--- src/rtl/if_fetch_unit_if.sv ---
// Instruction-memory read port of the fetch unit.
// The fetch unit is the master: it drives the address and read strobe. The
// synchronous memory is the slave and returns data one cycle after the strobe.
interface if_fetch_unit_if #(
  parameter int ADDRESS_LEN     = 32,
  parameter int INSTRUCTION_LEN = 32
);
  logic [ADDRESS_LEN-1:0]     imem_addr;
  logic                       imem_rd_en;
  logic [INSTRUCTION_LEN-1:0] imem_rdata;

  modport master (
    output imem_addr,
    output imem_rd_en,
    input  imem_rdata
  );

  modport slave (
    input  imem_addr,
    input  imem_rd_en,
    output imem_rdata
  );
endinterface

--- src/rtl/if_fetch_unit.sv ---
// Instruction-fetch front end.
// Issues one read per cycle to a synchronous instruction memory and registers
// the returned word into the IF/ID register consumed by decode. While frozen,
// a word that is already in flight is parked in a one-entry skid buffer, so
// nothing is lost or duplicated. A taken branch flushes IF/ID and the skid,
// and the branch target is issued in the same cycle.
module if_fetch_unit #(
  parameter int                     ADDRESS_LEN     = 32,
  parameter int                     INSTRUCTION_LEN = 32,
  parameter logic [ADDRESS_LEN-1:0] RESET_PC        = '0
) (
  input  logic                       clk,
  input  logic                       rst,
  input  logic                       freeze,
  input  logic                       branch_taken,
  input  logic [ADDRESS_LEN-1:0]     branch_address,
  if_fetch_unit_if.master            imem,
  output logic [ADDRESS_LEN-1:0]     PC,
  output logic [INSTRUCTION_LEN-1:0] instruction,
  output logic                       valid
);

  // Next sequential address; wraps modulo 2^ADDRESS_LEN.
  function automatic logic [ADDRESS_LEN-1:0] pc_plus4(input logic [ADDRESS_LEN-1:0] a);
    return a + ADDRESS_LEN'(4);
  endfunction

  logic [ADDRESS_LEN-1:0]     fetch_pc;
  logic                       if_v;
  logic [ADDRESS_LEN-1:0]     if_pc;
  logic                       sk_v;
  logic [ADDRESS_LEN-1:0]     sk_pc;
  logic [INSTRUCTION_LEN-1:0] sk_instr;

  logic                       issue;
  logic [ADDRESS_LEN-1:0]     issue_addr;

  // Issue decision: a branch redirect overrides a freeze; nothing issues in reset.
  always_comb begin
    issue      = rst & (branch_taken | ~freeze);
    issue_addr = branch_taken ? branch_address : fetch_pc;
  end

  assign imem.imem_rd_en = issue;
  assign imem.imem_addr  = issue_addr;

  // ---- stage 0: issue -> in-flight tag (data returns on the next edge) ----
  // Advance the fetch address and tag the read that is now in flight.
  always_ff @(posedge clk or negedge rst) begin
    if (!rst) begin
      fetch_pc <= RESET_PC;
      if_v     <= 1'b0;
      if_pc    <= '0;
    end else begin
      if_v <= issue;
      if (issue) begin
        fetch_pc <= pc_plus4(issue_addr);
        if_pc    <= issue_addr;
      end
    end
  end

  // ---- stage 1: arrival -> skid buffer / IF/ID register ----
  // Route the arriving word into IF/ID, park it in the skid while frozen, or flush on a branch.
  always_ff @(posedge clk or negedge rst) begin
    if (!rst) begin
      valid       <= 1'b0;
      PC          <= '0;
      instruction <= '0;
      sk_v        <= 1'b0;
      sk_pc       <= '0;
      sk_instr    <= '0;
    end else if (branch_taken) begin
      // The arriving word belongs to the wrong path and is dropped.
      valid       <= 1'b0;
      instruction <= '0;
      sk_v        <= 1'b0;
    end else if (freeze) begin
      // IF/ID holds; an in-flight word is kept so it is not refetched.
      if (if_v) begin
        sk_v     <= 1'b1;
        sk_pc    <= if_pc;
        sk_instr <= imem.imem_rdata;
      end
    end else if (sk_v) begin
      // Skid drains first; no arrival can coincide since nothing issued while frozen.
      valid       <= 1'b1;
      PC          <= pc_plus4(sk_pc);
      instruction <= sk_instr;
      sk_v        <= 1'b0;
    end else if (if_v) begin
      valid       <= 1'b1;
      PC          <= pc_plus4(if_pc);
      instruction <= imem.imem_rdata;
    end else begin
      // Bubble: PC and instruction keep their last values.
      valid <= 1'b0;
    end
  end

endmodule
--- src/flat_wrapper.sv ---
// flat-port wrapper written by rule: the top's interface ports become plain ports
module if_fetch_unit_flat 
#(
  parameter int                     ADDRESS_LEN     = 32,
  parameter int                     INSTRUCTION_LEN = 32,
  parameter logic [ADDRESS_LEN-1:0] RESET_PC        = '0
)
  (clk, rst, freeze, branch_taken, branch_address, PC, instruction, valid, imem_imem_addr, imem_imem_rd_en, imem_imem_rdata);
  if_fetch_unit_if #(.ADDRESS_LEN(ADDRESS_LEN), .INSTRUCTION_LEN(INSTRUCTION_LEN)) imem_i ();
  input  logic clk;
  input  logic rst;
  input  logic freeze;
  input  logic branch_taken;
  input  logic [ADDRESS_LEN-1:0] branch_address;
  output logic [ADDRESS_LEN-1:0] PC;
  output logic [INSTRUCTION_LEN-1:0] instruction;
  output logic valid;
  output wire logic [$bits(imem_i.imem_addr)-1:0] imem_imem_addr;
  output wire logic [$bits(imem_i.imem_rd_en)-1:0] imem_imem_rd_en;
  input wire logic [$bits(imem_i.imem_rdata)-1:0] imem_imem_rdata;
  assign imem_imem_addr = imem_i.imem_addr;
  assign imem_imem_rd_en = imem_i.imem_rd_en;
  assign imem_i.imem_rdata = imem_imem_rdata;
  if_fetch_unit #(.ADDRESS_LEN(ADDRESS_LEN), .INSTRUCTION_LEN(INSTRUCTION_LEN), .RESET_PC(RESET_PC)) u_core (.clk(clk), .rst(rst), .freeze(freeze), .branch_taken(branch_taken), .branch_address(branch_address), .imem(imem_i), .PC(PC), .instruction(instruction), .valid(valid));
endmodule
--- config.mk ---
export PLATFORM = sky130hd
export DESIGN_NAME = if_fetch_unit_flat
export DESIGN_NICKNAME = d
export VERILOG_FILES = /design/src/rtl/if_fetch_unit_if.sv /design/src/rtl/if_fetch_unit.sv /design/src/flat_wrapper.sv
export SDC_FILE = /design/constraint.sdc
export NUM_CORES = 1
export LEC_CHECK = 0
export CAP_MARGIN = 30
export CORE_ASPECT_RATIO = 1.2
export CORE_MARGIN = 2
export CORE_UTILIZATION = 58
export DETAILED_ROUTE_END_ITERATION = 12
export GPL_ROUTABILITY_DRIVEN = 0
export PLACE_DENSITY = 0.87
export SLEW_MARGIN = 30
export SYNTH_ARGS = -nofsm -noshare
export SYNTH_HDL_FRONTEND = slang
export SYNTH_SLANG_ARGS = --single-unit
--- constraint.sdc ---
create_clock -name clk -period 4.7 [get_ports clk]
set_input_delay 0.705 -clock clk [delete_from_list [all_inputs] [get_ports clk]]
set_output_delay 0.705 -clock clk [all_outputs]
set_load 0.03 [all_outputs]
# [Word level (Yosys, flattened, before mapping)]
# Index checks and enable logic that the tools add are counted.
[totals] register_bits=195 latchBits=0 mem_bits_rw=0 mem_bits_ro=0 in_bits=68 output_inout_bits=98 elab_cells=37 memories=0
[op_classes] add_sub_neg=3 multipliers=0 div_mod_pow=0 n_lt_le_gt_ge=0 n_eq_ne=2 shifts=0 muxes=14 bitwise_logic=4 n_reduce_logical=5
[op_table] op="$mux W32" count=7
[op_table] op="$add A32 B3 Y32 const B" count=3
[op_table] op="$mux W1" count=7
[op_table] op="$reduce_and A3 Y1" count=2
[op_table] op="$ne A3 B1 Y1 const B" count=1
[op_table] op="$reduce_bool A3 Y1" count=1
[op_table] op="$ne A2 B1 Y1 const B" count=1
[op_table] op="$not A1 Y1" count=2
[op_table] op="$reduce_and A2 Y1" count=1
[op_table] op="$reduce_bool A2 Y1" count=1
[op_table] op="$and A1 B1 Y1" count=1
[op_table] op="$or A1 B1 Y1" count=1

# [Depth between registers and ports, before layout]
# Gate-level depths: netlist of the first run.
[depth] word_depth=4 depth_mapped=11 depth_no_buf=7

# [Worst setup path after synthesis of the first run]
# Ideal clock, no wire load.
[synth_timing] kind="input-to-reg" start="input branch_taken" end="register u_core.fetch_pc[22]" setup_time_ps=95 arrival_time_ps=3042 required_ps=4605 slack_ps=1562 stages=11 path_buffers=4 cell_sequence="buf_2 > buf_2 > buf_2 > mux2_2 > ha_1 > nand4b_1 > a21oi_2 > nand3_1 > clkbuf_1 > o31a_1 > o31ai_1"
[synth_between] elab_chain_cells=2 elab_cells_between_ends=4 cone_classes="add/sub: 1; mux: 1; bitwise: 2"
[synth_rtl] item="start: declaration" line="flat_wrapper.sv:13" rtl="input logic branch_taken;"
[synth_rtl] item="$mux W32" line="if_fetch_unit.sv:41" rtl="issue_addr = branch_taken ? branch_address : fetch_pc;"
[synth_rtl] item="via imem_imem_addr[3]" line="flat_wrapper.sv:18" rtl="output wire logic [$bits(imem_i.imem_addr)-1:0] imem_imem_addr;"
[synth_rtl] item="$add A32 B3 Y32" line="if_fetch_unit.sv:25" rtl="return a + ADDRESS_LEN'(4);"
[synth_rtl] item="end signal: assignment" line="if_fetch_unit.sv:57" rtl="fetch_pc <= pc_plus4(issue_addr);"
[synth_rtl] item="end: declaration" line="if_fetch_unit.sv:28" rtl="logic [ADDRESS_LEN-1:0] fetch_pc;"
# The timed path passes the listed nets, and every way through them passes these cells.
# A chain may end at the register's enable or synchronous reset.

# [Worst setup path in the final report of the first run]
[layout_timing] start="input branch_taken" end="output imem_imem_addr[20]"
[layout_between] elab_chain_cells=1
[layout_rtl] item="$mux W32" line="if_fetch_unit.sv:41"
[layout_rtl] item="end: declaration" line="flat_wrapper.sv:18"
# Every way passes these cells.

==> reports/metrics.csv, run 1 <==
stage,metric,value,unit
run_status,status,completed,
clocking,htreeDepth,4,
detailed_routing,viasPerCell,5.878,
setup_path,startpoint_type,primary input,
synth,synthArstFlopShare,1.000,
pwr,swShare,0.3340,
synth,postSynthAreaPerCell,10.30,µm²
pwr,leakagePower,5.120,nW
clocking,ctsHoldBuffers,0,
setup_path,slowest_stage,clkdlybuf4s50_1,
final_layout,layout-drive-gt1-share,0.1280,
detailed_routing,dr.first_iter.drc_count,569,
detailed_routing,wl,23.31,mm
setup_path,reg2reg_to,u_core.PC[18]$_DFFE_PN0P_,
floorplanning,die_w,123.1,µm
clocking,post_cts_buffers,0,
clocking,cts.reportedPaths.clkPinSlew,0.08,ns
floorplanning,die_y,146.9,µm
pwr,p_clk_frac,0.287,
pwr,peakVddDrop,0.2558,mV
final_layout,nets,1167,
final_layout,final_cell_area,12260,µm²
setup_path,cp_cell_sequence,buf_2 -> buf_12 -> mux2i_1 -> inv_1 -> clkdlybuf4s50_1,
global_routing,antenna_found_initial,0,
placement,placed_area,11660,µm²
detailed_routing,ant_nets,0,
synth,ys_ff_latch,193,
floorplanning,initial_core_util,0.5877,
placement,dp_hpwl,15.98,mm
floorplanning,num_rows,52,
sta,fmax,292.0,MHz
setup_path,endpoint_kind,output pin,
sta,setup_viol,0,
synth,synthCells,958,
setup_path,rr_worst_depth,7,
pwr,comb_power_share,0.265,
run,cap_violations,0,
pwr,p_switching,1.677,mW
setup_path,slowest_delay,0.61,ns
detailed_routing,drcViolationCount,0,
sta,period_share,0.7286,
pwr,p_per_area,409.8,nW/µm²
sta,hold_viol,0,
sta,relSlewSlack,0.3789,
synth,netlist_area,9866,µm²
synth,synth_warnings,0,
sta,worst_slew_pin_slew,0.9317,ns
clocking,cts_root_buf,clkbuf_16,
placement,placed_cells,1293,
final_layout,final_cell_mix,"dfrtp_1 (192), nand2_1 (163), clkdlybuf4s50_1 (163)",
final_layout,fin_cells,1325,
hold_path,hp-class,in2async,
synth,synth_edf_count,0,
setup_path,critPathMaxFanout,54,
sta,fin_crit,3.424,ns
sta,whs,0.2440,ns
final_layout,syn_to_final_growth,24.24,%
synth,yosysSeqAreaShare,0.4895,
global_routing,grt_usage,0.2612,
synth,ys.flop_type,dfrtp_1,
clocking,cts_resized,0,
sta,rsz0062_at_grt,false,
global_routing,grt_pass1_vias,7455,
floorplanning,core,16790,µm²
final_layout,num_antenna_cells,0,
synth,syn_nets,1029,
sta,setup_tns,0,ns
setup_path,critical_path_class,in2out,
global_routing,grt_pass1_wl,37.45,mm
sta,final-max-slew-violation-count,0,
setup_path,cp_data_arrival_time,2.72,ns
floorplanning,die-area,18070,µm²
setup_path,crit_required,3.99,ns
detailed_routing,firstDrtPassIters,5,
sta,fin_skew,0.01386,ns
global_routing,grt_overflow,0,
clocking,cts_tree,yes,
setup_path,r2r_start,u_core.sk_v$_DFFE_PN0P_,
clocking,insertion_delay,0.43,ns
clocking,cts_buffers,17,
setup_path,r2r_setup_slack,1.79,ns
detailed_routing,wl_per_cell,17.59,µm
pwr,seqPwrFrac,0.449,
floorplanning,pin_count,166,
detailed_routing,vias,7789,
clocking,clkSinkCount,193,
final_layout,final_common_cell,dfrtp_1,
global_routing,grt_max_degree,133,
clocking,clk_path_buf_depth,2,
pwr,p_int,3.345,mW
synth,synthDistinctLibCells,53,
placement,numPortBuffers,165,
## registers in the layout, summed over array words and instances (netlist names)
name                flops
u_core.if_v             1
u_core.sk_instr        32
u_core.PC              32
u_core.valid            1
u_core.fetch_pc        30
u_core.if_pc           32
u_core.instruction     32
u_core.sk_pc           32
u_core.sk_v             1
## critical path, delay by kind of cell
kind / cells / cell delay, ns
buffers and inverters: 4 / 1.44
muxes: 1 / 0.55
## Yosys cell counts (4+ instances only)
library cell | n | area, µm²
clkbuf_1 | 29 | 108.9
nand2_1 | 164 | 615.6
and3_1 | 8 | 50.05
o21ai_0 | 54 | 270.3
o21ai_1 | 36 | 180.2
dfrtp_1 | 193 | 4830
buf_2 | 21 | 105.1
nor3_1 | 9 | 45.04
mux2_2 | 88 | 991.0
inv_1 | 20 | 75.07
a222oi_1 | 4 | 40.04
nand4_1 | 26 | 162.7
o31ai_1 | 18 | 135.1
xor2_1 | 7 | 61.31
mux2i_1 | 78 | 780.8
a31oi_1 | 4 | 25.02
nand3b_1 | 25 | 187.7
nand3_1 | 39 | 195.2
nor2_1 | 14 | 52.55
o21a_1 | 7 | 52.55
nand4b_1 | 11 | 96.34
a21oi_1 | 14 | 70.07
a22oi_1 | 12 | 90.09
xnor2_1 | 26 | 227.7
## how the worst max path moves through the flow
stage                 startpoint  slack [ns]                               to
finish              branch_taken        1.28               imem_imem_addr[20]
global route        branch_taken        1.19               imem_imem_addr[20]
CTS                 branch_taken        1.31               imem_imem_addr[20]
detailed placement  branch_taken        1.32               imem_imem_addr[20]
global placement    branch_taken        1.39               imem_imem_addr[20]
floorplan           branch_taken        1.56  u_core.fetch_pc[22]$_DFFE_PN0P_
## logic make-up after synthesis
group | count (synthesis) | synth area share
xor+xnor | 33 | 0.02930
fa+ha+maj | 3 | 0.003805
flops | 193 | 0.4895
simple gates | 316 | 0.1580
mux | 166 | 0.1796
compound gates | 171 | 0.1070
buf+inv | 76 | 0.03272
## per-stage QoR
step           worst slack [ns]  utilization  total power [mW]
2_1_floorplan             1.562            -             3.046
3_3_place_gp              1.393       0.6945             3.547
3_5_place_dp              1.323       0.6945             3.601
4_1_cts                   1.311       0.7299             5.040
5_1_grt                   1.194       0.7302             5.260
6_report                  1.276       0.7302             5.022
## power groups by stage
stage | logic (mW) | registers (mW) | clock network [mW]
after CTS | 1.34 | 2.25 | 1.46
after detailed placement | 1.32 | 2.28 | 0
after global placement | 1.29 | 2.25 | 0
final | 1.33 | 2.25 | 1.44
after floorplan | 0.663 | 2.38 | 0
after global routing | 1.43 | 2.30 | 1.53
## area by class of cell
type	instances	area, µm²
Clock buffer	17	425.4
Clock inverter	15	168.9
Fill cell	1163	4529
Inverter	21	78.83
Multi-Input combinational cell	689	4725
Sequential cell	193	4833
Tap cell	216	270.3
Timing Repair Buffer	174	1755
## layer usage
| layer | vias to the layer above | part of all wire | global-route usage | routed length, µm |
|---|---|---|---|---|
| met5 | - | 0 | 0 | 0 |
| met4 | 0 | 0.017 | 0.08125 | 399 |
| met3 | 29 | 0.060 | 0.04852 | 1394 |
| met2 | 284 | 0.48 | 0.4088 | 11150 |
| met1 | 3769 | 0.44 | 0.3713 | 10370 |
| li1 | 3707 | - | - | - |
Power figures use the tool's default switching activity.
==> inputs of run 2 (changes only) <==
--- a/config.mk
+++ b/config.mk
@@ -8,10 +8,10 @@
 export CAP_MARGIN = 30
 export CORE_ASPECT_RATIO = 1.2
 export CORE_MARGIN = 2
-export CORE_UTILIZATION = 58
+export CORE_UTILIZATION = 54
 export DETAILED_ROUTE_END_ITERATION = 12
 export GPL_ROUTABILITY_DRIVEN = 0
-export PLACE_DENSITY = 0.87
+export PLACE_DENSITY = 0.82
 export SLEW_MARGIN = 30
 export SYNTH_ARGS = -nofsm -noshare
 export SYNTH_HDL_FRONTEND = slang
==> constraint.sdc (replaced) <==
create_clock -name clk -period 3.4 [get_ports clk]
set_input_delay 0.51 -clock clk [delete_from_list [all_inputs] [get_ports clk]]
set_output_delay 0.51 -clock clk [all_outputs]
set_load 0.03 [all_outputs]
==> run 2 against run 1 <==
Net effect:
- cell area grew 0.80%
- clock-buffer cell count is the same
- global-route usage fell by 0.95 points
- die area is 7.2% higher
- largest power group unchanged
==> reports/metrics.csv, run 2 (synthesis gave the netlist of run 1 again) <==
stage,metric,value,unit,change
run_status,status,completed,,
sta,fin_crit,2.959,ns,
global_routing,grt_pass1_vias,7704,,+3.3%
placement,dp_hpwl,16.68,mm,+4.3%
clocking,clkSinkCount,193,,unchanged
setup_path,startpoint_type,primary input,,
detailed_routing,dr.first_iter.drc_count,587,,+3.2%
setup_path,slowest_delay,0.60,ns,about the same
setup_path,worst-path-buf-inv,5,,+1
clocking,cts_resized,0,,unchanged
hold_path,hp-class,in2async,,
final_layout,num_antenna_cells,0,,unchanged
pwr,leakagePower,5.176,nW,+1.1%
sta,worst_slew_pin_slew,0.7904,ns,-0.1413 ns
setup_path,cp_cell_sequence,buf_2 -> buf_12 -> buf_4 -> mux2i_1 -> inv_1 -> clkdlybuf4s50_1,,
sta,fin_skew,0.01136,ns,-0.002495 ns
detailed_routing,wl_per_cell,17.60,µm,about the same
pwr,peakVddDrop,0.3645,mV,+42%
final_layout,nets,1179,,+1.0%
detailed_routing,wl,23.67,mm,+1.5%
setup_path,critical_path_class,in2out,,
final_layout,final_common_cell,dfrtp_1,,
placement,placed_area,11770,µm²,+0.94%
final_layout,layout-drive-gt1-share,0.1374,,+0.009334
sta,rsz0062_at_grt,false,,
pwr,p_per_area,561.5,nW/µm²,+37%
clocking,cts_root_buf,clkbuf_16,,
clocking,clk_path_buf_depth,2,,unchanged
detailed_routing,firstDrtPassIters,8,,+3
global_routing,grt_pass1_wl,39.25,mm,+4.8%
setup_path,crit_family,buffers and inverters,,
final_layout,fin_cells,1345,,+1.5%
sta,period_share,0.8703,,
setup_path,critPathMaxFanout,38,,-30%
clocking,cts_tree,yes,,
final_layout,final_cell_area,12350,µm²,+0.80%
detailed_routing,vias,7854,,+0.83%
clocking,htreeDepth,4,,unchanged
final_layout,syn_to_final_growth,25.22,%,
floorplanning,num_rows,54,,+3.8%
setup_path,cp_data_arrival_time,2.45,ns,-0.27 ns
sta,setup_viol,0,,unchanged
detailed_routing,viasPerCell,5.839,,-0.66%
detailed_routing,drcViolationCount,0,,unchanged
floorplanning,die_y,152.1,µm,+3.5%
floorplanning,die_w,127.4,µm,+3.5%
sta,final-max-slew-violation-count,0,,unchanged
sta,fmax,338.0,MHz,
setup_path,endpoint_kind,output pin,,
sta,whs,0.01925,ns,-0.2248 ns
placement,numPortBuffers,165,,unchanged
clocking,insertion_delay,0.44,ns,about the same
clocking,post_cts_buffers,0,,unchanged
clocking,cts_buffers,17,,unchanged
global_routing,grt_overflow,0,,unchanged
final_layout,final_cell_mix,"dfrtp_1 (192), nand2_1 (163), clkdlybuf4s50_1 (162)",,
global_routing,antenna_found_initial,0,,unchanged
sta,relSlewSlack,0.4731,,+0.09423
run,cap_violations,0,,unchanged
global_routing,grt_max_degree,142,,+6.8%
floorplanning,die-area,19370,µm²,+7.2%
pwr,total_power,6.936,mW,+38%
setup_path,slowest_stage,clkdlybuf4s50_1,,
floorplanning,pin_count,166,,unchanged
clocking,cts.reportedPaths.clkPinSlew,0.07,ns,about the same
clocking,ctsHoldBuffers,0,,unchanged
global_routing,grt_usage,0.2518,,-0.009455
floorplanning,initial_core_util,0.5469,,-0.04085
final_layout,fillers,1337,,+15%
sta,hold_viol,0,,unchanged
detailed_routing,ant_nets,0,,unchanged
setup_path,crit_required,2.89,ns,-1.10 ns
sta,setup_tns,0,ns,unchanged
placement,placed_cells,1313,,+1.5%
floorplanning,core,18040,µm²,+7.5%
-- run 2: per-layer routing --
layer / global-route usage / part of all wire
met1: 0.3511 / 0.45
met2: 0.3858 / 0.46
met3: 0.05282 / 0.058
met4: 0.1026 / 0.030
met5: 0 / 0
-- run 2: where the power goes --
group | leakage [nW] | switching, mW | internal, mW
clock network | 0.275 | 0.984 | 0.986
logic | 2.47 | 1.00 | 0.838
registers | 2.43 | 0.383 | 2.75
-- run 2: metrics by stage --
stage	utilization	setup WS (ns)
2_1_floorplan	-	0.4572
3_3_place_gp	0.6523	0.4037
3_5_place_dp	0.6523	0.2885
4_1_cts	0.6848	0.4493
5_1_grt	0.6848	0.3366
6_report	0.6848	0.4410
-- run 2: path summary, 6_finish.rpt --
| check | start | to | slack, ns | cells past startpoint |
|---|---|---|---|---|
| max | branch_taken | imem_imem_addr[18] | 0.44 | 6 |
| max reg2reg | u_core.sk_v$_DFFE_PN0P_ | u_core.PC[31]$_DFFE_PN0P_ | 0.80 | 6 |
| max in group asynchronous | rst | u_core.sk_instr[24]$_DFFE_PN0P_ | 2.23 | 2 |
| min in group clk | u_core.PC[13]$_DFFE_PN0P_ | u_core.PC[13]$_DFFE_PN0P_ | 0.48 | 2 |
| min | rst | u_core.PC[8]$_DFFE_PN0P_ | 0.02 | 1 |
| min reg2reg | u_core.PC[13]$_DFFE_PN0P_ | u_core.PC[13]$_DFFE_PN0P_ | 0.48 | 2 |
-- run 2: cell type report --
class                   instances  area (µm²)  area share
clock inverters                15       161.4     0.01306
clock buffers                  17       425.4     0.03443
repair buffers                186        1856      0.1502
multi-input cells             689        4720      0.3820
inverters                      21       78.83    0.006380
flip-flops and latches        193        4833      0.3912
well taps                     224       280.3     0.02269
==> inputs of run 3 (changes only) <==
--- a/config.mk
+++ b/config.mk
@@ -5,6 +5,7 @@
 export SDC_FILE = /design/constraint.sdc
 export NUM_CORES = 1
 export LEC_CHECK = 0
+export ABC_AREA = 0
 export CAP_MARGIN = 30
 export CORE_ASPECT_RATIO = 1.2
 export CORE_MARGIN = 2
@@ -16,3 +17,4 @@
 export SYNTH_ARGS = -nofsm -noshare
 export SYNTH_HDL_FRONTEND = slang
 export SYNTH_SLANG_ARGS = --single-unit
+export TNS_END_PERCENT = 100
==> results of run 3 <==
Same layout as run 2: the final DEF is identical, and so are final timing and power.
==> RTL change, RTL diff (settings of run 3) <==
`ADDRESS_LEN` is set to 32 in 3 places; all go to 16.
--- a/src/rtl/if_fetch_unit_if.sv
+++ b/src/rtl/if_fetch_unit_if.sv
@@ -4,3 +4,3 @@
 interface if_fetch_unit_if #(
-  parameter int ADDRESS_LEN     = 32,
+  parameter int ADDRESS_LEN     = 16,
   parameter int INSTRUCTION_LEN = 32
--- a/src/rtl/if_fetch_unit.sv
+++ b/src/rtl/if_fetch_unit.sv
@@ -7,3 +7,3 @@
 module if_fetch_unit #(
-  parameter int                     ADDRESS_LEN     = 32,
+  parameter int                     ADDRESS_LEN     = 16,
   parameter int                     INSTRUCTION_LEN = 32,
--- a/src/flat_wrapper.sv
+++ b/src/flat_wrapper.sv
@@ -3,3 +3,3 @@
 #(
-  parameter int                     ADDRESS_LEN     = 32,
+  parameter int                     ADDRESS_LEN     = 16,
   parameter int                     INSTRUCTION_LEN = 32,
Interface: changed (resized PC, branch_address and imem_imem_addr); port bits go from 166 to 118. No check against the original RTL was run, so the function may have changed too.
==> RTL change against run 3 <==
First-iteration DRC count shrank 54%; worst hold slack improved by 0.25 ns; critical path type unchanged; sequential power down 35%; register-to-register slack worse by 0.06 ns; setup slack got worse by 0.0048 ns; area after synthesis shrank 38%; count of clock-buffer cells in the layout increased by 3; highest routed layer unchanged; sequential cell count decreased by 64; cell area shrank 35%; wire length is 41% lower; utilization grew 4.2 points; power down 27%.
==> RTL change: results <==
sta:
  relSlewSlack_pct: 43.3
  fin_worst_skew_ns: 0.00678
setup_path:
  rrSetupSlack_ns: 0.74
  worst-path-max-fanout: 31
global_routing:
  grt_max_degree: 131
  track_usage_pct: 23.9
  grt_pass1_wl_um: 22700
synthesis:
  ys_async_sr_fraction_pct: 100
  synth_commonest_cells: "dfrtp_1 (129), nand2_1 (98), mux2_2 (68)"
  yosys_most_used_dff: "dfrtp_1"
  synthDistinctLibCells: 46
  synth_area_leaders: "dfrtp_1 (53%), mux2_2 (13%), mux2i_1 (7.6%), nand2_1 (6.1%), o21ai_0 (4.4%)"
  ys_seq_area_share_pct: 53.2
  synth_fp_nets: 598
outcome:
  outcome: "completed"
power:
  switchingPower_mw: 1.45
  vdd_drop_max_uv: 364
  p_leak_nw: 3.38
clock_tree:
  clockBufferDepth: 2
  clock_latency_ns: 0.41
  numCtsBuffers: 17
  htreeDepth: 4
cells_and_area:
  drive_above_1_share_pct: 17.4
  diodes: 0
  nets: 712
  top_regs: "u_core.instruction (32), u_core.sk_instr (32)"
drt:
  drtPass1Iterations: 5
  routedWlPerCell_um: 17.3
  drt_iter0_markers: 269
  vias: 4655
placement:
  place_area_um2: 7340
  port_buffers: 117
  hpwl_um: 9020
-- RTL change: logic make-up (layout without fill, tap and decap cells) --
kind of cell    Yosys count  after routing  share of synthesized area, %
simple gates            149            149                          11.9
fa+ha+maj                 2              2                         0.412
compound gates           96             96                          9.60
xor+xnor                 12             12                          1.73
flops                   129            129                          53.2
buf+inv                  42            169                          3.05
mux                     114            114                          20.2
-- RTL change: path summary, 6_finish.rpt --
check | endpoint | cells after the start | start
min in group clk | u_core.instruction[14] | 2 | u_core.instruction[14]
hold reg to reg | u_core.instruction[14] | 2 | u_core.instruction[14]
setup reg to reg | u_core.PC[14] | 6 | u_core.sk_v
hold / removal | u_core.instruction[19] | 2 | rst
setup / recovery | imem_imem_addr[4] | 5 | branch_taken
max in group asynchronous | u_core.sk_v | 2 | rst
-- RTL change: cell type report --
| type | count | area, um^2 |
|---|---|---|
| sequential | 129 | 3230 |
| fill | 762 | 3000 |
| multi-input combinational | 373 | 2670 |
| timing repair buffer | 126 | 1240 |
| clock buffer | 20 | 457 |
| clock inverter | 12 | 183 |
| tap | 132 | 165 |
| inverter | 11 | 41.3 |
-- RTL change: per-layer routing --
layer	vias to the layer above	routed length [um]	GRT usage (%)
li1	2180	-	-
met1	2283	6120	30.8
met2	176	6800	39.4
met3	16	828	6.13
met4	0	172	7.79
met5	-	0	0
-- RTL change: metrics by stage --
| step | setup WS (ns) | hold slack (ns) | cells |
|---|---|---|---|
| finish | 0.436 | 0.274 | 803 |
| global route | 0.306 | 0.306 | 803 |
| CTS | 0.439 | 0.302 | 802 |
| detailed placement | 0.451 | 0.471 | 770 |
| global placement | 0.514 | 0.457 | 770 |
| floorplan | 1.08 | 0.214 | 544 |
-- RTL change: power groups by stage --
stage / clock network, mW / registers (mW) / logic [mW]
global placement: 0 / 2.03 / 1.06
CTS: 1.96 / 2.03 / 1.10
detailed placement: 0 / 2.05 / 1.09
finish: 1.92 / 2.04 / 1.09
floorplan: 0 / 2.14 / 0.541
global route: 2.03 / 2.07 / 1.19
